### src/rtl/reorder_buffer.sv
// Circular reorder buffer: in-order allocation, out-of-order CDB completion, in-order registered commit.
// Optional macro ROB_BYPASS_EN forwards a same-cycle CDB result into the operand lookups.
module reorder_buffer #(
    parameter int ROB_SIZE = 16,
    parameter int ROB_LEN  = 4,
    parameter int DATA_LEN = 32,
    parameter int REG_LEN  = 5
) (
    input  logic                clk,
    input  logic                rst,
    input  logic                ena_from_dsp,
    input  logic [REG_LEN-1:0]  rd_from_dsp,
    output logic [ROB_LEN:0]    Q_to_dsp,
    output logic                full_to_dsp,
    input  logic [ROB_LEN:0]    Q1_from_dsp,
    input  logic [ROB_LEN:0]    Q2_from_dsp,
    output logic                ready1_to_dsp,
    output logic                ready2_to_dsp,
    output logic [DATA_LEN-1:0] V1_to_dsp,
    output logic [DATA_LEN-1:0] V2_to_dsp,
    input  logic                cdb_flag,
    input  logic [ROB_LEN:0]    cdb_Q,
    input  logic [DATA_LEN-1:0] cdb_V,
    input  logic                rollback_flag,
    output logic                commit_flag_to_reg,
    output logic [REG_LEN-1:0]  rd_to_reg,
    output logic [ROB_LEN:0]    Q_to_reg,
    output logic [DATA_LEN-1:0] V_to_reg
);

    localparam logic [ROB_LEN:0]   TAG_ZERO = (ROB_LEN+1)'(0);
    localparam logic [ROB_LEN:0]   TAG_ONE  = (ROB_LEN+1)'(1);
    localparam logic [ROB_LEN:0]   TAG_MAX  = (ROB_LEN+1)'(ROB_SIZE);
    localparam logic [ROB_LEN-1:0] PTR_ONE  = ROB_LEN'(1);

    logic [ROB_SIZE-1:0] busy_r;
    logic [ROB_SIZE-1:0] ready_r;
    logic [REG_LEN-1:0]  rd_r [ROB_SIZE];
    logic [DATA_LEN-1:0] v_r  [ROB_SIZE];
    logic [ROB_LEN-1:0]  head_r;
    logic [ROB_LEN-1:0]  tail_r;
    logic [ROB_LEN:0]    count_r;

    logic                alloc_s;
    logic                cdb_hit_s;
    logic                commit_s;
    logic [ROB_LEN-1:0]  cdb_idx_s;
    logic                byp1_s;
    logic                byp2_s;

    // Tag 0 means "no producer"; tags above ROB_SIZE never name an entry.
    function automatic logic tag_valid(input logic [ROB_LEN:0] tag);
        return (tag != TAG_ZERO) && (tag <= TAG_MAX);
    endfunction

    function automatic logic [ROB_LEN-1:0] tag_index(input logic [ROB_LEN:0] tag);
        logic [ROB_LEN:0] idx;
        idx = tag - TAG_ONE;
        return idx[ROB_LEN-1:0];
    endfunction

    assign Q_to_dsp    = {1'b0, tail_r} + TAG_ONE;
    assign full_to_dsp = (count_r == TAG_MAX);
    assign alloc_s     = ena_from_dsp && !full_to_dsp;
    assign cdb_idx_s   = tag_index(cdb_Q);
    assign cdb_hit_s   = cdb_flag && tag_valid(cdb_Q) && busy_r[cdb_idx_s];
    // Commit looks only at pre-edge ready, so a same-cycle CDB write to head waits a cycle.
    assign commit_s    = (count_r != TAG_ZERO) && busy_r[head_r] && ready_r[head_r];

`ifdef ROB_BYPASS_EN
    assign byp1_s = cdb_flag && tag_valid(Q1_from_dsp) && (cdb_Q == Q1_from_dsp)
                    && busy_r[tag_index(Q1_from_dsp)];
    assign byp2_s = cdb_flag && tag_valid(Q2_from_dsp) && (cdb_Q == Q2_from_dsp)
                    && busy_r[tag_index(Q2_from_dsp)];
`else
    assign byp1_s = 1'b0;
    assign byp2_s = 1'b0;
`endif

    // Operand lookup: stored result first, then the optional live CDB forward.
    always_comb begin
        ready1_to_dsp = 1'b0;
        V1_to_dsp     = {DATA_LEN{1'b0}};
        ready2_to_dsp = 1'b0;
        V2_to_dsp     = {DATA_LEN{1'b0}};
        if (tag_valid(Q1_from_dsp) && ready_r[tag_index(Q1_from_dsp)]) begin
            ready1_to_dsp = 1'b1;
            V1_to_dsp     = v_r[tag_index(Q1_from_dsp)];
        end else if (byp1_s) begin
            ready1_to_dsp = 1'b1;
            V1_to_dsp     = cdb_V;
        end else begin
            ready1_to_dsp = 1'b0;
            V1_to_dsp     = {DATA_LEN{1'b0}};
        end
        if (tag_valid(Q2_from_dsp) && ready_r[tag_index(Q2_from_dsp)]) begin
            ready2_to_dsp = 1'b1;
            V2_to_dsp     = v_r[tag_index(Q2_from_dsp)];
        end else if (byp2_s) begin
            ready2_to_dsp = 1'b1;
            V2_to_dsp     = cdb_V;
        end else begin
            ready2_to_dsp = 1'b0;
            V2_to_dsp     = {DATA_LEN{1'b0}};
        end
    end

    // Entry storage: allocate at tail, capture CDB results, retire at head.
    always_ff @(posedge clk) begin
        if (rst) begin
            busy_r  <= {ROB_SIZE{1'b0}};
            ready_r <= {ROB_SIZE{1'b0}};
            for (int i = 0; i < ROB_SIZE; i++) begin
                v_r[i] <= {DATA_LEN{1'b0}};
            end
        end else if (rollback_flag) begin
            busy_r  <= {ROB_SIZE{1'b0}};
            ready_r <= {ROB_SIZE{1'b0}};
        end else begin
            if (alloc_s) begin
                busy_r[tail_r]  <= 1'b1;
                ready_r[tail_r] <= 1'b0;
                rd_r[tail_r]    <= rd_from_dsp;
                v_r[tail_r]     <= {DATA_LEN{1'b0}};
            end
            if (cdb_hit_s) begin
                ready_r[cdb_idx_s] <= 1'b1;
                v_r[cdb_idx_s]     <= cdb_V;
            end
            if (commit_s) begin
                busy_r[head_r]  <= 1'b0;
                ready_r[head_r] <= 1'b0;
            end
        end
    end

    // Head/tail pointers and occupancy count.
    always_ff @(posedge clk) begin
        if (rst || rollback_flag) begin
            head_r  <= {ROB_LEN{1'b0}};
            tail_r  <= {ROB_LEN{1'b0}};
            count_r <= TAG_ZERO;
        end else begin
            head_r <= commit_s ? head_r + PTR_ONE : head_r;
            tail_r <= alloc_s  ? tail_r + PTR_ONE : tail_r;
            case ({alloc_s, commit_s})
                2'b10:   count_r <= count_r + TAG_ONE;
                2'b01:   count_r <= count_r - TAG_ONE;
                default: count_r <= count_r;
            endcase
        end
    end

    // Registered commit pulse and payload toward the register file.
    always_ff @(posedge clk) begin
        if (rst) begin
            commit_flag_to_reg <= 1'b0;
            rd_to_reg          <= {REG_LEN{1'b0}};
            Q_to_reg           <= TAG_ZERO;
            V_to_reg           <= {DATA_LEN{1'b0}};
        end else if (rollback_flag) begin
            commit_flag_to_reg <= 1'b0;
        end else begin
            commit_flag_to_reg <= commit_s;
            if (commit_s) begin
                rd_to_reg <= rd_r[head_r];
                Q_to_reg  <= {1'b0, head_r} + TAG_ONE;
                V_to_reg  <= v_r[head_r];
            end
        end
    end

endmodule

### config.mk
export PLATFORM = sky130hd
export DESIGN_NAME = reorder_buffer
export DESIGN_NICKNAME = d
export VERILOG_FILES = /design/src/rtl/reorder_buffer.sv
export SDC_FILE = /design/constraint.sdc
export NUM_CORES = 2
export LEC_CHECK = 0
export CORE_MARGIN = 1.5
export CORE_UTILIZATION = 38
export DETAILED_ROUTE_END_ITERATION = 6
export HOLD_SLACK_MARGIN = 0.12
export SYNTH_ARGS = -nofsm -noshare
export SYNTH_HDL_FRONTEND = slang
export SYNTH_SLANG_ARGS = --single-unit
### constraint.sdc
create_clock -name clk -period 6.9 [get_ports clk]
set_input_delay 1.38 -clock clk [delete_from_list [all_inputs] [get_ports clk]]
set_output_delay 1.38 -clock clk [all_outputs]
set_load 0.1 [all_outputs]
-- Word-level counts from Yosys, hierarchy flattened
Memories as Yosys holds them, arrays and structs flattened. A register that Yosys moved wholly into a read port is not among the register bits.
Index checks and enable logic that the tools add are counted.
- register bits: 51
- memories: 2
- output and inout bits: 115
- RAM bits: 592
- bits of input ports: 57
- logic and storage cells: 112
- multiplexer cells: 48
- $add $sub $neg: 9
- bitwise gates (word level): 8
- eq/ne operators: 3
- reductions and logical operators: 24
- $lt $le $gt $ge: 11
- memories (name ; words ; bits a word ; rd ports ; clocked after memory_dff ; wr ports ; line ; text):
    v_r ; 16 ; 32 ; 3 ; 1 ; 16 ; 39 ; logic [DATA_LEN-1:0] v_r [ROB_SIZE];
    rd_r ; 16 ; 5 ; 1 ; 1 ; 1 ; 38 ; logic [REG_LEN-1:0] rd_r [ROB_SIZE];
- operator list (kind ; count):
    2-to-1 mux 16 bit ; 11
    2-to-1 mux 32 bit ; 4
    OR reduction 32 bit ; 2
    AND 16 bit ; 3
    inverter 16 bit ; 2
    OR 16 bit ; 2
    < comparator 4 x 5 -> 1 bit, second input constant ; 5
    2-to-1 mux 1 bit ; 22
    binary-select mux 1 bit (select 4 bit) ; 5
    nonzero test 5 bit ; 4
    less-or-equal comparator 5 bit, second input constant ; 3
    logical AND 1 bit ; 13
    demux 1 bit (select 4 bit) ; 3
    >= comparator 4 x 1 -> 1 bit, second input constant ; 3
    subtractor 4 x 1 -> 4 bit, second input constant ; 3
    adder 4 x 1 -> 5 bit, second input constant ; 2
    case mux 5 bit (2 select lines) ; 1
    adder 4 x 1 -> 4 bit, second input constant ; 2
    2-to-1 mux 4 bit ; 2
    adder 5 x 1 -> 5 bit, second input constant ; 1
    == test 5 bit, second input constant ; 1
    subtractor 5 x 1 -> 5 bit, second input constant ; 1
    == test 2 x 1 -> 1 bit, second input constant ; 1
    == test 2 bit, second input constant ; 1
    other kinds (6) ; 6

-- Logic depth before layout (Yosys ltp)
- word-level depth: 15
- mapped depth: 16
- gate-level depth less buffers: 13

-- Least setup slack after synthesis
Ideal clock, no wire load.
- path kind: input port to output port
- from: in Q1_from_dsp[0]
- to: out V1_to_dsp[23]
- slack: -1.093 ns
- buffers on the path: 8
- data required time: 5.520 ns
- stages: 13
- arrival: 6.613 ns
- path through: buf_2 -> buf_2 -> buf_2 -> buf_2 -> inv_1 -> ha_1 -> clkbuf_1 -> clkbuf_1 -> clkbuf_1 -> clkbuf_1 -> mux4_2 -> mux2i_1 -> a211oi_1
- cells in the longest elaborated chain, start to end: 5
- elaborated cells between the ends (all ways): 9
- classes of those cells: add/sub (1); order compare (1); mux (3); reduce/logical (3); memory (1)
- RTL lines (element ; line ; text):
    start: declaration ; 15 ; input logic [ROB_LEN:0] Q1_from_dsp,
    subtractor 4 x 1 -> 4 bit ; 58 ; idx = tag - TAG_ONE;
    binary-select mux 1 bit (select 4 bit) ; 86 ; if (tag_valid(Q1_from_dsp) && ready_r[tag_index(Q1_from_dsp)]) begin
    2-to-1 mux 1 bit (not written as such) ; 86 ;
    logical AND 1 bit ; 86 ;
    2-to-1 mux 32 bit (*) ; 86 ;
    end: declaration ; 19 ; output logic [DATA_LEN-1:0] V1_to_dsp,
Every way passes the cells marked *; elsewhere a longest branch is shown, timed or not. The select of a mux whose other input is x is not followed.

-- Worst setup path after layout
- from: in Q1_from_dsp[1]
- to: out V1_to_dsp[2]
The elaborated chain is that of the path after synthesis.

==> impl_metrics.tcl <==
set metrics [dict create \
    cpPeakStageDelay_ns 0.55 \
    post_cts_buffers 0 \
    clk_latency_ns 0.66 \
    start_kind "input pin" \
    worstPathArrival_ns 4.70 \
    grt_overflow 0 \
    grt_max_degree 117 \
    syn_area_sq_um 39200 \
    critPathKind "input pin to primary output" \
    fmax_ghz 0.165 \
    clk_path_buf_depth 3 \
    syn_inst 2627 \
    holdPathStages 2 \
    port_buffers 171 \
    post-route-period-util_pct 88.1 \
    yosysWarnings 0 \
    gp_congestion 0.818 \
    rsz0062_at_grt "no" \
    nFillCells 8815 \
    final.setup_skew_ns 0.0395 \
    htree_levels 3 \
    drc 0 \
    ir_drop_mv 0.172 \
    cts_resized 0 \
    crit_fanout 22 \
    async_reset_ff_share_pct 0 \
    final_layout_size_suffix_gt1_share_pct 30.9 \
    die-area_sq_um 105000 \
    num_rows 117 \
    yosys_register_bits 680 \
    path_clk_slew_ns 0.06 \
    start_util_pct 38.4 \
    dr.pass1.iters 5 \
    die_width_um 324 \
    postCtsHoldBufs 0 \
    final_cells 4063 \
    worstPathCellList "clkdlybuf4s50_1 -> inv_1 -> ha_4 -> mux4_2 -> mux4_2 -> nand2_4 -> buf_12 -> a211oi_4 -> buf_12" \
    crit_required_ns 5.52 \
    drt_iter0_drc 3148 \
    final.setup.tns_ns 0 \
    finalCriticalPeriod_ns 6.08 \
    worstMarginPinSlew_ns 1.40 \
    grt_use_total_pct 25.1 \
    cp_slowest_cell "mux4_2" \
    final_util_pct 45.4 \
    grt_pass1_wl_um 191000 \
    final_hold_viol_count 0 \
    wire_per_inst_um 32.4 \
    worstRegToRegCells 15 \
    fin_area_sq_um 46300 \
    syn_nets 2704 \
    drv_slew 0 \
    syn_avg_cell_area_sq_um 14.9 \
    cts_tree "built" \
    grt_pass1_vias 27300 \
    power.total_uw 10300 \
    routed_wl_um 132000 \
    yosys_most_used_dff "edfxtp_1" \
    nets 2700 \
    drv_cap 0 \
    largest_reg_flops 512 \
    root_buffer "clkbuf_16" \
    dieHeight_um 324 \
    syn2layout_area_growth_pct 18.3 \
    hpwl_um 73000 \
    place_inst 3910 \
    numClockSinks 680 \
    synth_edf_count 592 \
    outcome "finished, final reports clean" \
    ys_types 55 \
    pin_count 172 \
    dr_total_vias 26700 \
    synth-seq-area-share_pct 49.9 \
    finalSetupViolations 0 \
    p_leak_uw 0.0168 \
    endpoint_kind "primary output" \
    final_antenna_net_count 0 \
    cts_made_buffers 79 \
    coreArea_sq_um 102000 \
    place_area_sq_um 43700 \
    relSlewSlack_pct 6.74 \
    holdCritPathClass "flip-flop to flip-flop" \
    antenna_found_initial 11 \
    power_density_nw_per_um2 222 \
    vias_per_cell 6.56 \
]
final timing paths:
check,start,end,slack [ns]
worst max-delay path,Q1_from_dsp[1],V1_to_dsp[2],0.82
worst min-delay path,Q_to_reg[4],Q_to_reg[4],0.48
worst max register to register,head_r[2],count_r[4],2.38
worst min register to register,Q_to_reg[4],Q_to_reg[4],0.48
layer usage:
| metal | part of all wire (%) | wire length, um | vias up | track usage [%] |
|---|---|---|---|---|
| met1 | 38 | 49500 | 14000 | 32.9 |
| met4 | 3.7 | 4850 | 8 | 10.2 |
| met5 | 0.033 | 43 | - | 0 |
| met2 | 49 | 64100 | 1618 | 40.5 |
| met3 | 9.9 | 13100 | 267 | 5.55 |
| li1 | - | - | 10700 | - |
area by class of cell:
cell class | instances | area [sq um] | area share (%)
antenna | 8 | 20.0 | 0.0432
inverter | 31 | 116 | 0.251
timing repair buffer | 242 | 3240 | 6.98
clock buffer | 112 | 2280 | 4.91
sequential | 680 | 19600 | 42.2
multi-input combinational | 1589 | 19000 | 41.1
clock inverter | 33 | 385 | 0.832
tap | 1368 | 1710 | 3.69
cell usage in the layout (no fill, tap or decap), types with 7 or more instances in the layout:
| cell | n |
|---|---|
| a211o_2 | 16 |
| a211oi_1 | 83 |
| a211oi_4 | 58 |
| a21oi_1 | 8 |
| a221oi_1 | 16 |
| a22oi_1 | 14 |
| and3_1 | 516 |
| buf_12 | 92 |
| buf_4 | 45 |
| bufinv_16 | 7 |
| clkbuf_1 | 20 |
| clkbuf_16 | 83 |
| clkbuf_8 | 9 |
| clkdlybuf4s50_1 | 102 |
| clkinv_1 | 8 |
| dfxtp_1 | 84 |
| diode_2 | 8 |
| edfxtp_1 | 592 |
| ha_1 | 18 |
| inv_1 | 31 |
| mux2i_1 | 109 |
| mux4_2 | 461 |
| nand2_1 | 8 |
| nand3_1 | 17 |
| nor2_1 | 99 |
| nor2b_1 | 71 |
| xnor2_1 | 7 |
| xor2_1 | 9 |
cell families after synthesis:
kind of cell | share of synthesized area (%)
compound gates | 4.57
mux | 29.3
fa+ha+maj | 0.639
simple gates | 11.4
xor+xnor | 0.447
flops | 49.9
buf+inv | 3.75
worst max-delay path, delay by kind of cell:
| kind | cells | cell delay [ns] |
|---|---|---|
| compound gates | 1 | 0.10 |
| fa+ha+maj | 1 | 0.54 |
| buf+inv | 4 | 1.13 |
| mux | 2 | 1.08 |
| simple gates | 1 | 0.41 |
cells in the mapped netlist, types with 12 or more instances:
cell type	instances	area, sq um
a22oi_1	14	105
mux4_2	461	10400
nand3_1	17	85.1
mux2i_1	109	1090
edfxtp_1	592	17800
clkbuf_1	211	792
nor2_1	100	375
inv_1	31	116
a211oi_1	147	1100
buf_4	12	90.1
dfxtp_1	88	1760
buf_2	45	225
a221oi_1	16	140
and3_1	516	3230
nor2b_1	71	444
buf_1	46	173
clkbuf_2	12	60.1
a211o_1	16	140
ha_1	20	250
per-stage QoR:
stage / worst slack, ns / hold WS, ns
floorplan: -0.119 / 0.454
global placement: 0.872 / 0.465
detailed placement: 0.844 / 0.480
CTS: 0.845 / 0.491
global route: 0.765 / 0.501
finish: 0.823 / 0.481
power breakdown:
| part | internal (uW) | total [uW] | switching (uW) | leakage, uW |
|---|---|---|---|---|
| Clock | 2570 | 4350 | 1780 | 0.00129 |
| Combinational | 475 | 1250 | 776 | 0.00885 |
| Sequential | 4580 | 4660 | 83.9 | 0.00671 |
| Total | 7620 | 10300 | 2640 | 0.0168 |
(Power assumes the default switching activity.)
==> RTL edit 1, RTL diff (config.mk and constraints unchanged) <==
Add a define of `ROB_BYPASS_EN`.
--- a/src/rtl/reorder_buffer.sv
+++ b/src/rtl/reorder_buffer.sv
@@ -1,5 +1,7 @@
 // Circular reorder buffer: in-order allocation, out-of-order CDB completion, in-order registered commit.
 // Optional macro ROB_BYPASS_EN forwards a same-cycle CDB result into the operand lookups.
+`define ROB_BYPASS_EN
+
 module reorder_buffer #(
     parameter int ROB_SIZE = 16,
     parameter int ROB_LEN  = 4,
Check against the original RTL: not settled (the Yosys comparison gave no result); the edit may change what the design does.
==> RTL edit 1 against the original RTL <==
  * Sequential share of layout area down 0.20 points
  * Maximum frequency down 0.48%
  * Sequential cell count unchanged
  * Synthesized area up 1.9%
  * Routed wire length up 0.28%
  * Cell count up 2.1%
  * Critical path type unchanged
  * Worst setup slack worse by 30 ps
  * Design area up 0.46%
  * Total power up 0.85%
==> RTL edit 1: results (changes against the original RTL) <==
- Post-synthesis compound-gate area fraction: 1.53% (-3.0 points)
- RR Startpoint: head_r[1]
- Xor-xnor portion of the synthesized cell area: 0.658% (+0.21 points)
- Wl on met1: 50100 um (+1.2%)
- DR WL/cell: 31.8 um (-1.8%)
- Power Total: 10.4 mW (+0.85%)
- CP max FO: 18 (-18%)
- Hold-critical path endpoint: V_to_reg[20]
- Wire length on met2: 63100 um (-1.6%)
- Hold path startpoint: V_to_reg[20]
- Seq/Total Area, Yosys: 49.0% (-0.93 points)
- Vias in the first global route: 26647 (-2.4%)
- RePlAce Congestion: 0.849 (+3.9%)
- Status: complete, no violations
- Dpl cells: 4007 (+2.5%)
- Dpl ws: 822 ps (-22.4 ps)
- Distinct cells, synth: 63 (+15%)
- Placed Instance Area: 44000 um^2 (+0.79%)
- Peak VDD IR: 0.166 mV (-3.4%)
- Arrival time at the worst endpoint: 4730 ps (+30 ps)
- Share of cells above drive strength 1: 31.4% (+0.51 points)
- Slew @ Worst Pin: 1180 ps (-220 ps)
- Period utilization: 88.5% (+0.43 points)
- Synthesized instance count: 2636 (+0.34%)
- Synth top area cells: edfxtp_1 45%, mux4_2 30%, and2_1 8.0%, dfxtp_1 4.4%, mux2i_1 3.2%
- Setup Skew: 30.5 ps (-9.02 ps)
- Net Sw Power: 2.71 mW (+2.7%)
- CP Capture Point: V2_to_dsp[17]
- Leak: 16.1 nW (-4.2%)
- DP Wirelength: 74800 um (+2.5%)
- Final wirelength: 132000 um (+0.28%)
- Worst Reg2Reg Path Length in Cells: 14 (-1)
- Max stage delay cell, worst path: xnor2_2
- Largest net degree at the start of global routing: 92 (-21%)
- Fin Hold WS: 496 ps (+14.3 ps)
- Initial antenna violation count: 4 (-7)
- Post-synthesis mux area share: 33.0% (+3.7 points)
- First-pass GRT wire length: 190000 um (-0.48%)
- Nets: 2781 (+3.0%)
- TritonCTS Buffers: 76 (-3.8%)
- Post-Syn Nets: 2712 (+0.30%)
RTL edit 1: cell count changes in the layout (fill, tap and decap cells not counted), sizes merged, moves of 11 or more:
cell / unedited run / this run
and3: 516 / 7
and2: 6 / 513
a211oi: 147 / 5
nand2: 10 / 86
inv: 36 / 102
mux4: 461 / 526
nor2b: 71 / 14
mux2i: 109 / 129
a211o: 16 / 0
or3: 3 / 19
clkbuf: 112 / 101
nor3: 5 / 16
RTL edit 1: cells by family after synthesis:
logic type / count (synthesis)
fa+ha+maj: 19
buf+inv: 351
flops: 680
simple gates: 815
mux: 657
xor+xnor: 30
compound gates: 84
RTL edit 1: final cells by class:
cell class / count / area, um^2 / share of cell area (%)
tap: 1380 / 1730 / 3.71
multi-input combinational: 1605 / 19300 / 41.4
clock buffer: 101 / 2070 / 4.44
inverter: 98 / 368 / 0.790
sequential: 680 / 19600 / 42.0
timing repair buffer: 244 / 3100 / 6.66
clock inverter: 40 / 487 / 1.05
==> RTL edit 2, RTL diff (config.mk and constraints unchanged) <==
Made on the original files. Register the output `commit_flag_to_reg` once more, with the module's reset; this adds one clock of latency there. The other outputs are not delayed to match.
--- a/src/rtl/reorder_buffer.sv
+++ b/src/rtl/reorder_buffer.sv
@@ -32,6 +32,8 @@
     localparam logic [ROB_LEN:0]   TAG_ONE  = (ROB_LEN+1)'(1);
     localparam logic [ROB_LEN:0]   TAG_MAX  = (ROB_LEN+1)'(ROB_SIZE);
     localparam logic [ROB_LEN-1:0] PTR_ONE  = ROB_LEN'(1);
+
+    logic commit_flag_to_reg_s0;
 
     logic [ROB_SIZE-1:0] busy_r;
     logic [ROB_SIZE-1:0] ready_r;
@@ -154,14 +156,14 @@
     // Registered commit pulse and payload toward the register file.
     always_ff @(posedge clk) begin
         if (rst) begin
-            commit_flag_to_reg <= 1'b0;
+            commit_flag_to_reg_s0 <= 1'b0;
             rd_to_reg          <= {REG_LEN{1'b0}};
             Q_to_reg           <= TAG_ZERO;
             V_to_reg           <= {DATA_LEN{1'b0}};
         end else if (rollback_flag) begin
-            commit_flag_to_reg <= 1'b0;
+            commit_flag_to_reg_s0 <= 1'b0;
         end else begin
-            commit_flag_to_reg <= commit_s;
+            commit_flag_to_reg_s0 <= commit_s;
             if (commit_s) begin
                 rd_to_reg <= rd_r[head_r];
                 Q_to_reg  <= {1'b0, head_r} + TAG_ONE;
@@ -170,5 +172,13 @@
         end
     end
 
+    always_ff @(posedge clk) begin
+        if (rst) begin
+            commit_flag_to_reg <= '0;
+        end else begin
+            commit_flag_to_reg <= commit_flag_to_reg_s0;
+        end
+    end
+
 endmodule
 
Function: not settled (the Yosys comparison gave no result); the edit may change what the design does.
==> RTL edit 2 against the original RTL <==
  * Combinational power down 6%
  * Worst setup slack improved by 250 ps
  * Sequential cell count up 1
  * Maximum frequency increased by 4.3%
  * Critical path depth stayed put
  * Design area is 1.8% lower
  * First-iteration DRC count is 7.9% lower
  * Total power shrank 1.9%
  * Count of clock-buffer cells in the layout is 6 lower
  * Clock power shrank 3%
  * Routed wire length decreased by 2.9%
  * Non-clock buffer count fell by 2
  * Via count shrank 4.2%
  * Synthesized area about the same
  * Largest power group unchanged
==> RTL edit 2: results (changes against the original RTL) <==
- Dpl cells: 3936 (+0.66%)
- Post-synth EDFFs: 592 (unchanged)
- Vias: 25523 (-4.2%)
- Initial detailed-routing violation count: 2898 (-7.9%)
- Yosys warns: 0 (unchanged)
- GRT Total Usage: 24.4% (-0.70 points)
- Largest net degree at the start of global routing: 129 (+10%)
- Share of cells above drive strength 1: 30.9% (+0.053 points)
- Post-synth ARST share: 0% (unchanged)
- Final wirelength: 128000 um (-2.9%)
- Fillcell total: 8907 (+1.0%)
- Distinct cells, synth: 66 (+20%)
- H-tree levels: 3 (unchanged)
- Post-Syn Nets: 2681 (-0.85%)
- TritonCTS Buffers: 81 (+2.5%)
- Slew @ Worst Pin: 1120 ps (-275 ps)
- Setup bufs post-CTS: 0 (unchanged)
- Synth top area cells: edfxtp_1 45%, mux4_2 26%, and2_1 6.0%, dfxtp_1 4.5%, mux2i_1 2.8%
- Post-synth top cells: 592 x edfxtp_1, 456 x mux4_2, 374 x and2_1
- Nets: 2728 (+1.0%)
- Root Buffer Master: clkbuf_16
- CP max FO: 46 (+110%)
- Non-Filler Instances: 4089 (+0.64%)
- Leak: 15.6 nW (-7.3%)
- Peak VDD IR: 0.158 mV (-8.1%)
- Worst-path clk slew: 60 ps (about the same)
- Status: complete, no violations
- Synthesized area per cell: 15.1 um^2 (+0.97%)
- RePlAce Congestion: 0.857 (+4.8%)
- Setup Skew: 39.6 ps (+0.105 ps)
- Drt first pass iters: 5 (unchanged)
- DP Wirelength: 75200 um (+3.0%)
- First-pass GRT wire length: 184000 um (-3.7%)
- Initial antenna violation count: 9 (-2)
- Seq/Total Area, Yosys: 49.9% (about the same)
==> RTL edit 2: cell types whose count changed after synthesis, sizes merged, moves of 11 or more <==
cell    before  now
buf        104   90
clkbuf     223  186
a221oi      16    4
and2         6  387
a211oi     147  136
or3          3   15
a211o       16    4
a21oi       10   22
and3       516  131
==> RTL edit 2: cell type report <==
| type | count | share of cell area, % |
|---|---|---|
| Antenna cell | 3 | 0.0165 |
| Sequential cell | 681 | 43.0 |
| Tap cell | 1368 | 3.76 |
| Clock inverter | 44 | 0.871 |
| Inverter | 31 | 0.256 |
| Timing Repair Buffer | 240 | 5.18 |
| Clock buffer | 106 | 4.77 |
| Multi-Input combinational cell | 1616 | 42.2 |
==> RTL edit 2: cell families after synthesis <==
family | Yosys count | share of synthesized area, %
muxes | 572 | 29.3
and+or+nand+nor | 786 | 12.0
AOI/OAI and AO/OA | 218 | 4.22
xor gates and xnor gates | 20 | 0.447
adders and majority gates | 20 | 0.638
buffers and inverters | 307 | 3.49
DFF | 681 | 49.9
==> RTL edit 2: final timing paths <==
| check | slack, ps | to | startpoint | depth (start not counted) |
|---|---|---|---|---|
| min reg2reg | 440 | commit_flag_to_reg | commit_flag_to_reg_s0 | 1 |
| max | 1070 | V1_to_dsp[6] | Q1_from_dsp[1] | 9 |
| max reg2reg | 1850 | count_r[4] | head_r[2] | 14 |
| min | 440 | commit_flag_to_reg | commit_flag_to_reg_s0 | 1 |
==> RTL edit 2: worst max-delay path: stages <==
cell	delay, ps
clkdlybuf4s50_1	480
inv_1	90
ha_4	380
buf_4	670
mux4_2	400
nor2b_1	140
a211oi_1	500
a211oi_4	80
buf_4	270
==> RTL edit 2: power breakdown <==
part           internal (mW)  switching [mW]  leakage [nW]
logic                  0.466           0.714          7.65
clock network           2.42            1.80          1.24
registers               4.58          0.0870          6.73
==> RTL edit 2: stage by stage <==
step | utilization, % | setup WS (ps) | power, mW | area [um^2]
final | 44.6 | 1070 | 10.1 | 45500
after detailed placement | 42.1 | 898 | 5.93 | 42900
after floorplan | - | -150 | 5.50 | 40000
after global routing | 44.6 | 1020 | 10.3 | 45500
after global placement | 42.1 | 983 | 5.91 | 42900
after CTS | 44.6 | 1090 | 10.1 | 45500
==> RTL edit 2: layer usage <==
metal | part of all wire [%] | track usage [%] | vias to the layer above
met5 | 0.050 | 0 | -
met4 | 4.1 | 10.3 | 10
met3 | 9.9 | 6.72 | 301
met2 | 47 | 38.6 | 1462
met1 | 39 | 31.6 | 13341
li1 | - | - | 10409
